[src/rtl/traffic_pkg.sv]
// traffic_pkg: shared constants and helpers for the traffic-light display block.
//   - Lamp codes as driven by the controller (one-hot).
//   - Bit positions inside FAULT_CODE.
//   - Special segment patterns (dash for a non-decimal nibble, blank).
//   - bcd_dec: one-step decrement of a 2-digit BCD count.
package traffic_pkg;

  localparam logic [3:0] LAMP_LEFT   = 4'd1;
  localparam logic [3:0] LAMP_GREEN  = 4'd2;
  localparam logic [3:0] LAMP_YELLOW = 4'd4;
  localparam logic [3:0] LAMP_RED    = 4'd8;

  localparam int FAULT_ILLEGAL  = 0;
  localparam int FAULT_CONFLICT = 1;
  localparam int FAULT_BCD      = 2;
  localparam int FAULT_STEP     = 3;

  localparam logic [6:0] SEG_DASH  = 7'b1000000;
  localparam logic [6:0] SEG_BLANK = 7'b0000000;

  // {t,u} -> {t,u-1}, borrowing into the tens digit when the units are 0.
  function automatic logic [7:0] bcd_dec(input logic [7:0] v);
    if (v[3:0] == 4'd0) begin
      return {v[7:4] - 4'd1, 4'd9};
    end
    return {v[7:4], v[3:0] - 4'd1};
  endfunction

  // A lamp code is legal only when exactly one of the four lamps is lit.
  function automatic logic lamp_legal(input logic [3:0] l);
    return (l == LAMP_LEFT) || (l == LAMP_GREEN) ||
           (l == LAMP_YELLOW) || (l == LAMP_RED);
  endfunction

endpackage

[src/rtl/traffic_display_if.sv]
// traffic_display_if: controller outputs feeding the display block, plus the
// display/fault outputs it returns to the board.
//   EN          controller enable
//   LAMPA/LAMPB lamp codes (one-hot)
//   ACOUNT/BCOUNT 2-digit BCD countdowns {tens,units}
//   SEG/DIG     multiplexed 7-segment drive (registered)
//   FAULT/FAULT_CODE sticky protocol fault flags
// master = controller/board side, slave = traffic_display.
interface traffic_display_if;
  logic       EN;
  logic [3:0] LAMPA;
  logic [3:0] LAMPB;
  logic [7:0] ACOUNT;
  logic [7:0] BCOUNT;
  logic [6:0] SEG;
  logic [3:0] DIG;
  logic       FAULT;
  logic [3:0] FAULT_CODE;

  modport master (
    output EN, LAMPA, LAMPB, ACOUNT, BCOUNT,
    input  SEG, DIG, FAULT, FAULT_CODE
  );

  modport slave (
    input  EN, LAMPA, LAMPB, ACOUNT, BCOUNT,
    output SEG, DIG, FAULT, FAULT_CODE
  );
endinterface

[src/rtl/bcd_to_seg7.sv]
// bcd_to_seg7: combinational nibble to 7-segment glyph.
//   i_nib  in  4  digit value
//   o_seg  out 7  segments {g,f,e,d,c,b,a}, active-high
//   o_bad  out 1  high when i_nib > 9 (o_seg then shows a dash)
module bcd_to_seg7
  import traffic_pkg::*;
(
  input  logic [3:0] i_nib,
  output logic [6:0] o_seg,
  output logic       o_bad
);

  always_comb begin
    o_seg = SEG_DASH;
    o_bad = 1'b0;
    case (i_nib)
      4'd0: o_seg = 7'b0111111;
      4'd1: o_seg = 7'b0000110;
      4'd2: o_seg = 7'b1011011;
      4'd3: o_seg = 7'b1001111;
      4'd4: o_seg = 7'b1100110;
      4'd5: o_seg = 7'b1101101;
      4'd6: o_seg = 7'b1111101;
      4'd7: o_seg = 7'b0000111;
      4'd8: o_seg = 7'b1111111;
      4'd9: o_seg = 7'b1101111;
      default: o_bad = 1'b1;
    endcase
  end

endmodule

[src/rtl/traffic_display.sv]
// traffic_display: scans the A/B BCD countdowns onto a 4-digit multiplexed
// 7-segment display and watches the controller outputs for protocol faults.
//   CLK   in   system clock
//   RST   in   asynchronous active-high reset
//   bus   slave modport of traffic_display_if (EN, lamps, counts in;
//         SEG, DIG, FAULT, FAULT_CODE out)
// Parameters: SCAN_DIV cycles per digit slot (>=2), BLANK_LZ blanks a zero
// tens digit, CONF_HOLD cycles without any red lamp before a conflict fault.
module traffic_display
  import traffic_pkg::*;
#(
  parameter int SCAN_DIV  = 16,
  parameter bit BLANK_LZ  = 1'b1,
  parameter int CONF_HOLD = 3
) (
  input  logic              CLK,
  input  logic              RST,
  traffic_display_if.slave  bus
);

  localparam int PW = $clog2(SCAN_DIV);
  localparam int CW = $clog2(CONF_HOLD + 1);

  logic [PW-1:0]   r_presc;
  logic [1:0]      r_idx;
  logic [6:0]      r_seg;
  logic [3:0]      r_dig;
  logic [3:0]      r_fault_code;
  logic [CW-1:0]   r_conf_cnt;
  logic [1:0][7:0] r_prev_cnt;
  logic [1:0][3:0] r_prev_lamp;
  logic            r_en_prev;

  logic            w_tick;
  logic [3:0]      w_nib;
  logic [6:0]      w_glyph;
  logic            w_bad;
  logic [6:0]      w_seg_next;
  logic [3:0]      w_dig_next;
  logic            w_illegal;
  logic            w_conf_cond;
  logic            w_conf_hit;
  logic [CW-1:0]   w_conf_cnt_next;
  logic [1:0][7:0] w_cnt;
  logic [1:0][3:0] w_lamp;
  logic [1:0]      w_step_bad;
  logic            w_step_fault;
  logic [3:0]      w_fault_set;

  assign w_cnt[0]  = bus.ACOUNT;
  assign w_cnt[1]  = bus.BCOUNT;
  assign w_lamp[0] = bus.LAMPA;
  assign w_lamp[1] = bus.LAMPB;

  // ---------------- scan ----------------
  assign w_tick = (r_presc == PW'(SCAN_DIV - 1));

  always_comb begin
    w_nib = bus.ACOUNT[3:0];
    case (r_idx)
      2'd0: w_nib = bus.ACOUNT[3:0];
      2'd1: w_nib = bus.ACOUNT[7:4];
      2'd2: w_nib = bus.BCOUNT[3:0];
      2'd3: w_nib = bus.BCOUNT[7:4];
      default: w_nib = bus.ACOUNT[3:0];
    endcase
  end

  bcd_to_seg7 u_dec (
    .i_nib (w_nib),
    .o_seg (w_glyph),
    .o_bad (w_bad)
  );

  // Odd slots are tens digits; only those may be blanked when zero.
  always_comb begin
    w_seg_next = SEG_BLANK;
    w_dig_next = 4'b0000;
    if (bus.EN) begin
      w_dig_next = 4'b0001 << r_idx;
      if (BLANK_LZ && r_idx[0] && (w_nib == 4'd0)) begin
        w_seg_next = SEG_BLANK;
      end else begin
        w_seg_next = w_glyph;
      end
    end
  end

  // ---------------- monitors ----------------
  assign w_illegal   = bus.EN && (!lamp_legal(bus.LAMPA) || !lamp_legal(bus.LAMPB));
  assign w_conf_cond = bus.EN && (bus.LAMPA != LAMP_RED) && (bus.LAMPB != LAMP_RED);
  // The fault fires on the edge where the run length reaches CONF_HOLD.
  assign w_conf_hit  = w_conf_cond && (r_conf_cnt >= CW'(CONF_HOLD - 1));

  always_comb begin
    w_conf_cnt_next = '0;
    if (w_conf_cond) begin
      if (r_conf_cnt == CW'(CONF_HOLD)) begin
        w_conf_cnt_next = r_conf_cnt;
      end else begin
        w_conf_cnt_next = r_conf_cnt + 1'b1;
      end
    end
  end

  // A count change is legal when it is a one-step BCD decrement or when the
  // lamp of that direction changes in the same cycle (phase reload).
  for (genvar gi = 0; gi < 2; gi++) begin : g_step
    assign w_step_bad[gi] = (w_cnt[gi] != r_prev_cnt[gi]) &&
                            (w_lamp[gi] == r_prev_lamp[gi]) &&
                            !((r_prev_cnt[gi] != 8'h00) &&
                              (w_cnt[gi] == bcd_dec(r_prev_cnt[gi])));
  end

  // r_en_prev low means this is the first enabled cycle: history is stale.
  assign w_step_fault = bus.EN && r_en_prev && (|w_step_bad);

  always_comb begin
    w_fault_set                 = 4'b0000;
    w_fault_set[FAULT_ILLEGAL]  = w_illegal;
    w_fault_set[FAULT_CONFLICT] = w_conf_hit;
    w_fault_set[FAULT_BCD]      = bus.EN && w_bad;
    w_fault_set[FAULT_STEP]     = w_step_fault;
  end

  // ---------------- state ----------------
  always_ff @(posedge CLK or posedge RST) begin
    if (RST) begin
      r_presc      <= '0;
      r_idx        <= 2'd0;
      r_seg        <= SEG_BLANK;
      r_dig        <= 4'b0000;
      r_fault_code <= 4'b0000;
      r_conf_cnt   <= '0;
      r_prev_cnt   <= '0;
      r_prev_lamp  <= '0;
      r_en_prev    <= 1'b0;
    end else begin
      if (bus.EN) begin
        r_presc <= w_tick ? '0 : r_presc + 1'b1;
        if (w_tick) begin
          r_idx <= r_idx + 2'd1;
        end
      end
      r_seg        <= w_seg_next;
      r_dig        <= w_dig_next;
      r_fault_code <= r_fault_code | w_fault_set;
      r_conf_cnt   <= w_conf_cnt_next;
      r_prev_cnt   <= w_cnt;
      r_prev_lamp  <= w_lamp;
      r_en_prev    <= bus.EN;
    end
  end

  assign bus.SEG        = r_seg;
  assign bus.DIG        = r_dig;
  assign bus.FAULT_CODE = r_fault_code;
  assign bus.FAULT      = |r_fault_code;

endmodule

[src/flat_wrapper.sv]
// flat-port wrapper written by rule: the top's interface ports become plain ports
module traffic_display_flat import traffic_pkg::*;
#(
  parameter int SCAN_DIV  = 16,
  parameter bit BLANK_LZ  = 1'b1,
  parameter int CONF_HOLD = 3
)
  (CLK, RST, bus_EN, bus_LAMPA, bus_LAMPB, bus_ACOUNT, bus_BCOUNT, bus_SEG, bus_DIG, bus_FAULT, bus_FAULT_CODE);
  traffic_display_if bus_i ();
  input  logic CLK;
  input  logic RST;
  input wire logic [$bits(bus_i.EN)-1:0] bus_EN;
  input wire logic [$bits(bus_i.LAMPA)-1:0] bus_LAMPA;
  input wire logic [$bits(bus_i.LAMPB)-1:0] bus_LAMPB;
  input wire logic [$bits(bus_i.ACOUNT)-1:0] bus_ACOUNT;
  input wire logic [$bits(bus_i.BCOUNT)-1:0] bus_BCOUNT;
  output wire logic [$bits(bus_i.SEG)-1:0] bus_SEG;
  output wire logic [$bits(bus_i.DIG)-1:0] bus_DIG;
  output wire logic [$bits(bus_i.FAULT)-1:0] bus_FAULT;
  output wire logic [$bits(bus_i.FAULT_CODE)-1:0] bus_FAULT_CODE;
  assign bus_i.EN = bus_EN;
  assign bus_i.LAMPA = bus_LAMPA;
  assign bus_i.LAMPB = bus_LAMPB;
  assign bus_i.ACOUNT = bus_ACOUNT;
  assign bus_i.BCOUNT = bus_BCOUNT;
  assign bus_SEG = bus_i.SEG;
  assign bus_DIG = bus_i.DIG;
  assign bus_FAULT = bus_i.FAULT;
  assign bus_FAULT_CODE = bus_i.FAULT_CODE;
  traffic_display #(.SCAN_DIV(SCAN_DIV), .BLANK_LZ(BLANK_LZ), .CONF_HOLD(CONF_HOLD)) u_core (.CLK(CLK), .RST(RST), .bus(bus_i));
endmodule
[config.mk]
export PLATFORM = sky130hd
export DESIGN_NAME = traffic_display_flat
export DESIGN_NICKNAME = d
export VERILOG_FILES = /design/src/rtl/traffic_pkg.sv /design/src/rtl/traffic_display_if.sv /design/src/rtl/bcd_to_seg7.sv /design/src/rtl/traffic_display.sv /design/src/flat_wrapper.sv
export SDC_FILE = /design/constraint.sdc
export NUM_CORES = 1
export LEC_CHECK = 0
export ABC_AREA = 1
export BUFFER_PORTS_ARGS = -buffer_cell sky130_fd_sc_hd__buf_2
export CELL_PAD_IN_SITES_DETAIL_PLACEMENT = 1
export CELL_PAD_IN_SITES_GLOBAL_PLACEMENT = 2
export CORE_MARGIN = 10
export CORE_UTILIZATION = 35
export DETAILED_ROUTE_END_ITERATION = 12
export PLACE_DENSITY = 0.87
export SLEW_MARGIN = 5
export SYNTH_ARGS = -nofsm -noshare
export SYNTH_HDL_FRONTEND = slang
export SYNTH_SLANG_ARGS = --single-unit
[constraint.sdc]
create_clock -name CLK -period 5.7 [get_ports CLK]
set_clock_uncertainty 0.15 [all_clocks]
set_input_delay 0.285 -clock CLK [delete_from_list [all_inputs] [get_ports CLK]]
set_output_delay 0.285 -clock CLK [all_outputs]
set_load 0.01 [all_outputs]
# == Word-level counts from Yosys, hierarchy flattened ==
# Index checks and enable logic that the tools add are counted.
# W data, S select, Z words.
# totals
wordCells,102
reg_bits,48
out_inout_bits,16
inputBits,27
# op_classes
bitwise,1
mux,15
reduce_logical,35
addsub,7
order_cmp,1
shift,1
n_eq_ne,31
# op_table
op,count
$pmux W7 S10,1
$mux W8,4
$eq A4 B3 Y1 const B,6
$eq A4 B4 Y1 const B,5
$eq A4 B2 Y1 const B,4
$eq A8 B8 Y1,2
$ne A8 B8 Y1,2
$pmux W4 S4,1
$reduce_bool A8 Y1,2
$sub A4 B1 Y4 const B,4
$logic_and A1 B1 Y1,14
$mux W7,2
$eq A4 B1 Y1 const B,3
$logic_not A4 Y1,3
$reduce_or A10 Y1,1
$eq A4 B4 Y1,2
$mux W4,2
$ne A4 B4 Y1 const B,2
$logic_or A1 B1 Y1,7
$eq A2 B2 Y1 const B,3
$add A2 B1 Y2 const B,2
$add A4 B1 Y4 const B,1
$logic_not A1 Y1,4
$mux W2,2
10 further kinds,12

# == Depth between registers and ports, before layout ==
# depth
depth_word,10
depth_mapped,14
depth_no_buf,14

# == By module ==
# Synthesis repeated with hierarchy kept, for this count alone.
# hier_totals
hier_cells,389
hier_area_um2,2880.3
# by_module_without_submodules
module,area_per_inst_um2,instances,cells_each
traffic_display,2736.4,1,359
bcd_to_seg7,143.9,1,30

# == Least setup slack after synthesis ==
# No wires, ideal clock.
# synth_timing
path_type,register to register
from,register u_core.r_idx[0]
to,register u_core.r_seg[0] (netlist: u_core.bus.SEG[0])
period_less_slack_ps,1907
n_path_buf,0
t_required_ps,5433
stages_incl_launch_ff,13
arrival_time_ps,1641
setup_slack_ps,3793
path_cell_list,dfrtp_1 -> inv_1 -> ha_1 -> inv_4 -> nand2_2 -> o22ai_4 -> nand2_4 -> clkinv_1 -> nand3_2 -> nand3_2 -> inv_2 -> nand2_2 -> nand2_1
# synth_between
elab_chain_len,6
# synth_lines
item,line_no,source
"start, declared",traffic_display.sv:25,logic [1:0] r_idx;
"start signal, assigned",traffic_display.sv:142,r_idx <= r_idx + 2'd1;
"$eq A2 B2 Y1, or another cell as far along",traffic_display.sv:60,case (r_idx)
$pmux W4 S4,traffic_display.sv:60,
"$eq A4 B4 Y1, or another cell as far along",bcd_to_seg7.sv:16,case (i_nib)
$pmux W7 S10 / $logic_and A1 B1 Y1 (equally long branches),"bcd_to_seg7.sv:16, traffic_display.sv:81",
$mux W7 (*),traffic_display.sv:81,if (BLANK_LZ && r_idx[0] && (w_nib == 4'd0)) begin
$mux W7 (*),traffic_display.sv:79,if (bus.EN) begin
named net u_core.w_seg_next[0],traffic_display.sv:38,logic [6:0] w_seg_next;
"end signal, assigned",traffic_display.sv:145,r_seg <= w_seg_next;
"end, declared",traffic_display.sv:26,logic [6:0] r_seg;
# Mark *: on every way through the listed nets, which the timed path passes. The rest lies on a longest branch.
# A chain may end at the register's enable or synchronous reset.

# == Worst setup path after layout ==
# Same ends and word-level chain as after synthesis.

==> key figures <==
Run status
  – Status: finished, final reports clean

Timing
  – Part of the cycle the worst path needs: 37.30%
  – RSZ-0062 raised after global routing: no
  – Final setup vio count: 0
  – Worst slew margin: 32.36%
  – Fmax: 0.4703 GHz
  – Hold Fails Final Rpt: 0
  – Worst-Margin Slew: 1.013 ns
  – Final Critical Period: 2.126 ns
  – Final TNS setup: 0 ns
  – Max Slew Vio Count: 0

Detailed routing
  – Remaining DRCs: 0
  – Routed Antenna Nets: 0
  – Vias per cell: 4.640
  – First-pass DRT Iterations: 5
  – Final WL: 7.239 mm
  – First-iteration detailed-routing DRC count: 39
  – Via count: 2473
  – DR WL/cell: 13.58 µm

Yosys
  – Synth top area share: 42.50%
  – Syn Inst Count: 365
  – Post-synth EDFFs: 0
  – Top post-synthesis cells by count: nand2_1 (105), dfrtp_1 (48), inv_1 (47)
  – Synth async-reset ratio: 100.0%
  – Mapped Avg Cell Area: slightly below 8 µm²
  – Leading area contributor after synthesis: dfrtp_1
  – Ys Warns: 0
  – Main synth FF type: dfrtp_1
  – Total nets after synthesis: 404
  – Most frequent cell after synthesis: nand2_1
  – Synth area leaders: dfrtp_1 (42%), nand2_1 (14%), inv_1 (6.2%)
  – Mapped cell area: 2826 µm²
  – Seq/Total Area, Yosys: 42.50%
  – FF+latch count, synth: 48
  – Synth cell types: 31

Floorplanning
  – IO Pins: between 40 and 50
  – Die width: about 110 µm
  – Cell Rows: 32
  – Initial core utilization: 36.20%
  – Die ar.: ~12000 µm²
  – Die height: ~110 µm
  – Core footprint: 7807 µm²

Worst setup path
  – WP data arrival: 2.17 ns
  – CP Buf/Inv Count: 4
  – Worst reg2reg startpoint: u_core.r_idx[0]
  – Startpoint Class: register
  – Crit path cell chain: inv_1, ha_1, inv_4, nand2_1, o22ai_2, nand2_4, clkinv_1, nand3_2, nand3_2, inv_2, nand2_1, nand2_1
  – CP startpoint: u_core.r_idx[0]
  – Crit path max-delay family: simple AND/OR/NAND/NOR gates
  – Slowest-stage cell, CP: dfrtp_1
  – Worst EP required: 5.74 ns
  – CP most frequent cell: nand2_1
  – CP endpoint kind: register
  – Worst setup path category: reg -> reg
  – CP peak stage delay: 0.42 ns
  – Critical path peak fanout: 8

Hold path
  – Hold path start: bus_BCOUNT[1]
  – Min-delay worst type: in -> reg

Clock tree
  – CTS tree: done
  – Root buf cell: clkbuf_8
  – Max Root-Sink Buffers: 2
  – Postcts setup bufs: 0
  – Later-pin clock latency in the skew report: ~0.30 ns
  – Total CTS buffers: 5
  – H-tree depth: 2
  – CTS clock-pin slew for the worst setup and hold paths: 0.09 ns
  – # clock sinks: 48

Pwr
  – Power density cells: 358.8 nW/µm²
  – Leak: 1.874 nW
  – Worst vdd ir: 0.1787 mV
  – Overall Power: 1.241 mW

Cells and area
  – Area Overhead vs Synth: 22.31%
  – Layout cells sized above 1: 19.26%
  – Non-filler cells, final: 533
  – Nets: ~470
  – # diodes: 0

Placed design
  – Number of port buffers: 42
  – Placed cell count: about 510
  – Hpwl dp: 5.677 mm
  – RD Place Congestion: 0.8050

Global route
  – Total gr overflow: 0
  – GRT Util Overall: 12.95%
  – Initial antenna violation count: 0
  – Largest net degree at the start of global routing: 49
  – Number of global-route vias before repair: 2657
  – First-pass GRT wire length: 12.65 mm

Run
  – Maxcap violations: 0
-- layout by cell type (no fill, tap or decap), drive strengths merged --
master	count
o22ai	8
bufinv	1
nor4	1
a21oi	14
inv	56
nor3	5
and3b	1
ha	12
dfrtp	48
o211ai	2
nand4	5
nand2	115
nand3	15
buf	42
xnor2	11
o21ai	16
nor2	43
dlygate4sd3	17
clkbuf	7
xor2	9
clkinv	1
a31oi	2
-- kinds of logic after synthesis --
kind of cell               count (synthesis)  synth area share (%)
and+or+nand+nor                          185                 28.46
AOI/OAI and AO/OA                         42                 9.738
buffers and inverters                     58                 7.791
xor gates and xnor gates                  20                 6.198
DFF                                       48                 42.50
adders and majority gates                 12                 5.312
-- worst paths after layout --
check,end,cells after the start,slack [ns]
max in group asynchronous,u_core.bus.SEG[4],2,4.71
min in group asynchronous,u_core.r_prev_lamp[2],2,0.08
worst max-delay path,u_core.bus.SEG[0],12,3.57
worst min-delay path,u_core.r_prev_cnt[9],1,0.009
worst max register to register,u_core.bus.SEG[0],12,3.57
worst min register to register,u_core.bus.FAULT_CODE[3],2,0.34
-- layout make-up --
type / instances / area [µm²]
Tap cell: 102 / 127.6
Clock inverter: 1 / 30.03
Clock buffer: 7 / 96.34
Fill cell: 1001 / 4350
Multi-Input combinational cell: 259 / 1405
Timing Repair Buffer: 59 / 380.4
Inverter: 57 / 216.5
Sequential cell: 48 / 1201
-- sequential cells by signal, indices dropped and copies added, names as in the netlist --
| signal | cells |
|---|---|
| u_core.r_prev_cnt | 16 |
| u_core.r_prev_lamp | 8 |
| u_core.bus.SEG | 7 |
| u_core.bus.DIG | 4 |
| u_core.bus.FAULT_CODE | 4 |
| u_core.r_presc | 4 |
| u_core.r_conf_cnt | 2 |
| u_core.r_idx | 2 |
| u_core.r_en_prev | 1 |
-- through the flow --
step	worst slack [ns]	util, %	hold slack, ns	area, µm²
3_5_place_dp	3.570	40.48	0.2897	3161
5_1_grt	3.404	44.28	0.00003941	3457
3_3_place_gp	3.645	40.48	0.2917	3161
6_report	3.574	44.28	0.009162	3457
2_1_floorplan	3.793	-	0.1664	2826
4_1_cts	3.545	44.15	0.001240	3447
-- where the power goes --
part / internal (mW) / switching [mW] / leakage, nW
Clock: 0.155 / 0.116 / 0.0645
Sequential: 0.395 / 0.0349 / 0.567
Combinational: 0.198 / 0.341 / 1.24
Total: 0.749 / 0.492 / 1.87
-- repair_timing --
item,in CTS,in global routing
hold buffers,16,1
endpoints found under the hold margin,16,1
gates resized for setup,0,0
endpoints found under the setup margin,0,0
-- metal layers --
layer | part of all wire [%] | vias up | routed length [µm] | global-route usage, %
li1 | - | 1269 | - | -
met1 | 46 | 1173 | 3312 | 16.19
met2 | 50 | 25 | 3605 | 22.31
met3 | 3.5 | 6 | 254 | 2.575
met4 | 0.93 | 0 | 67 | 3.160
met5 | 0 | - | 0 | 0
Note: power is estimated with default switching activity, not from simulation.
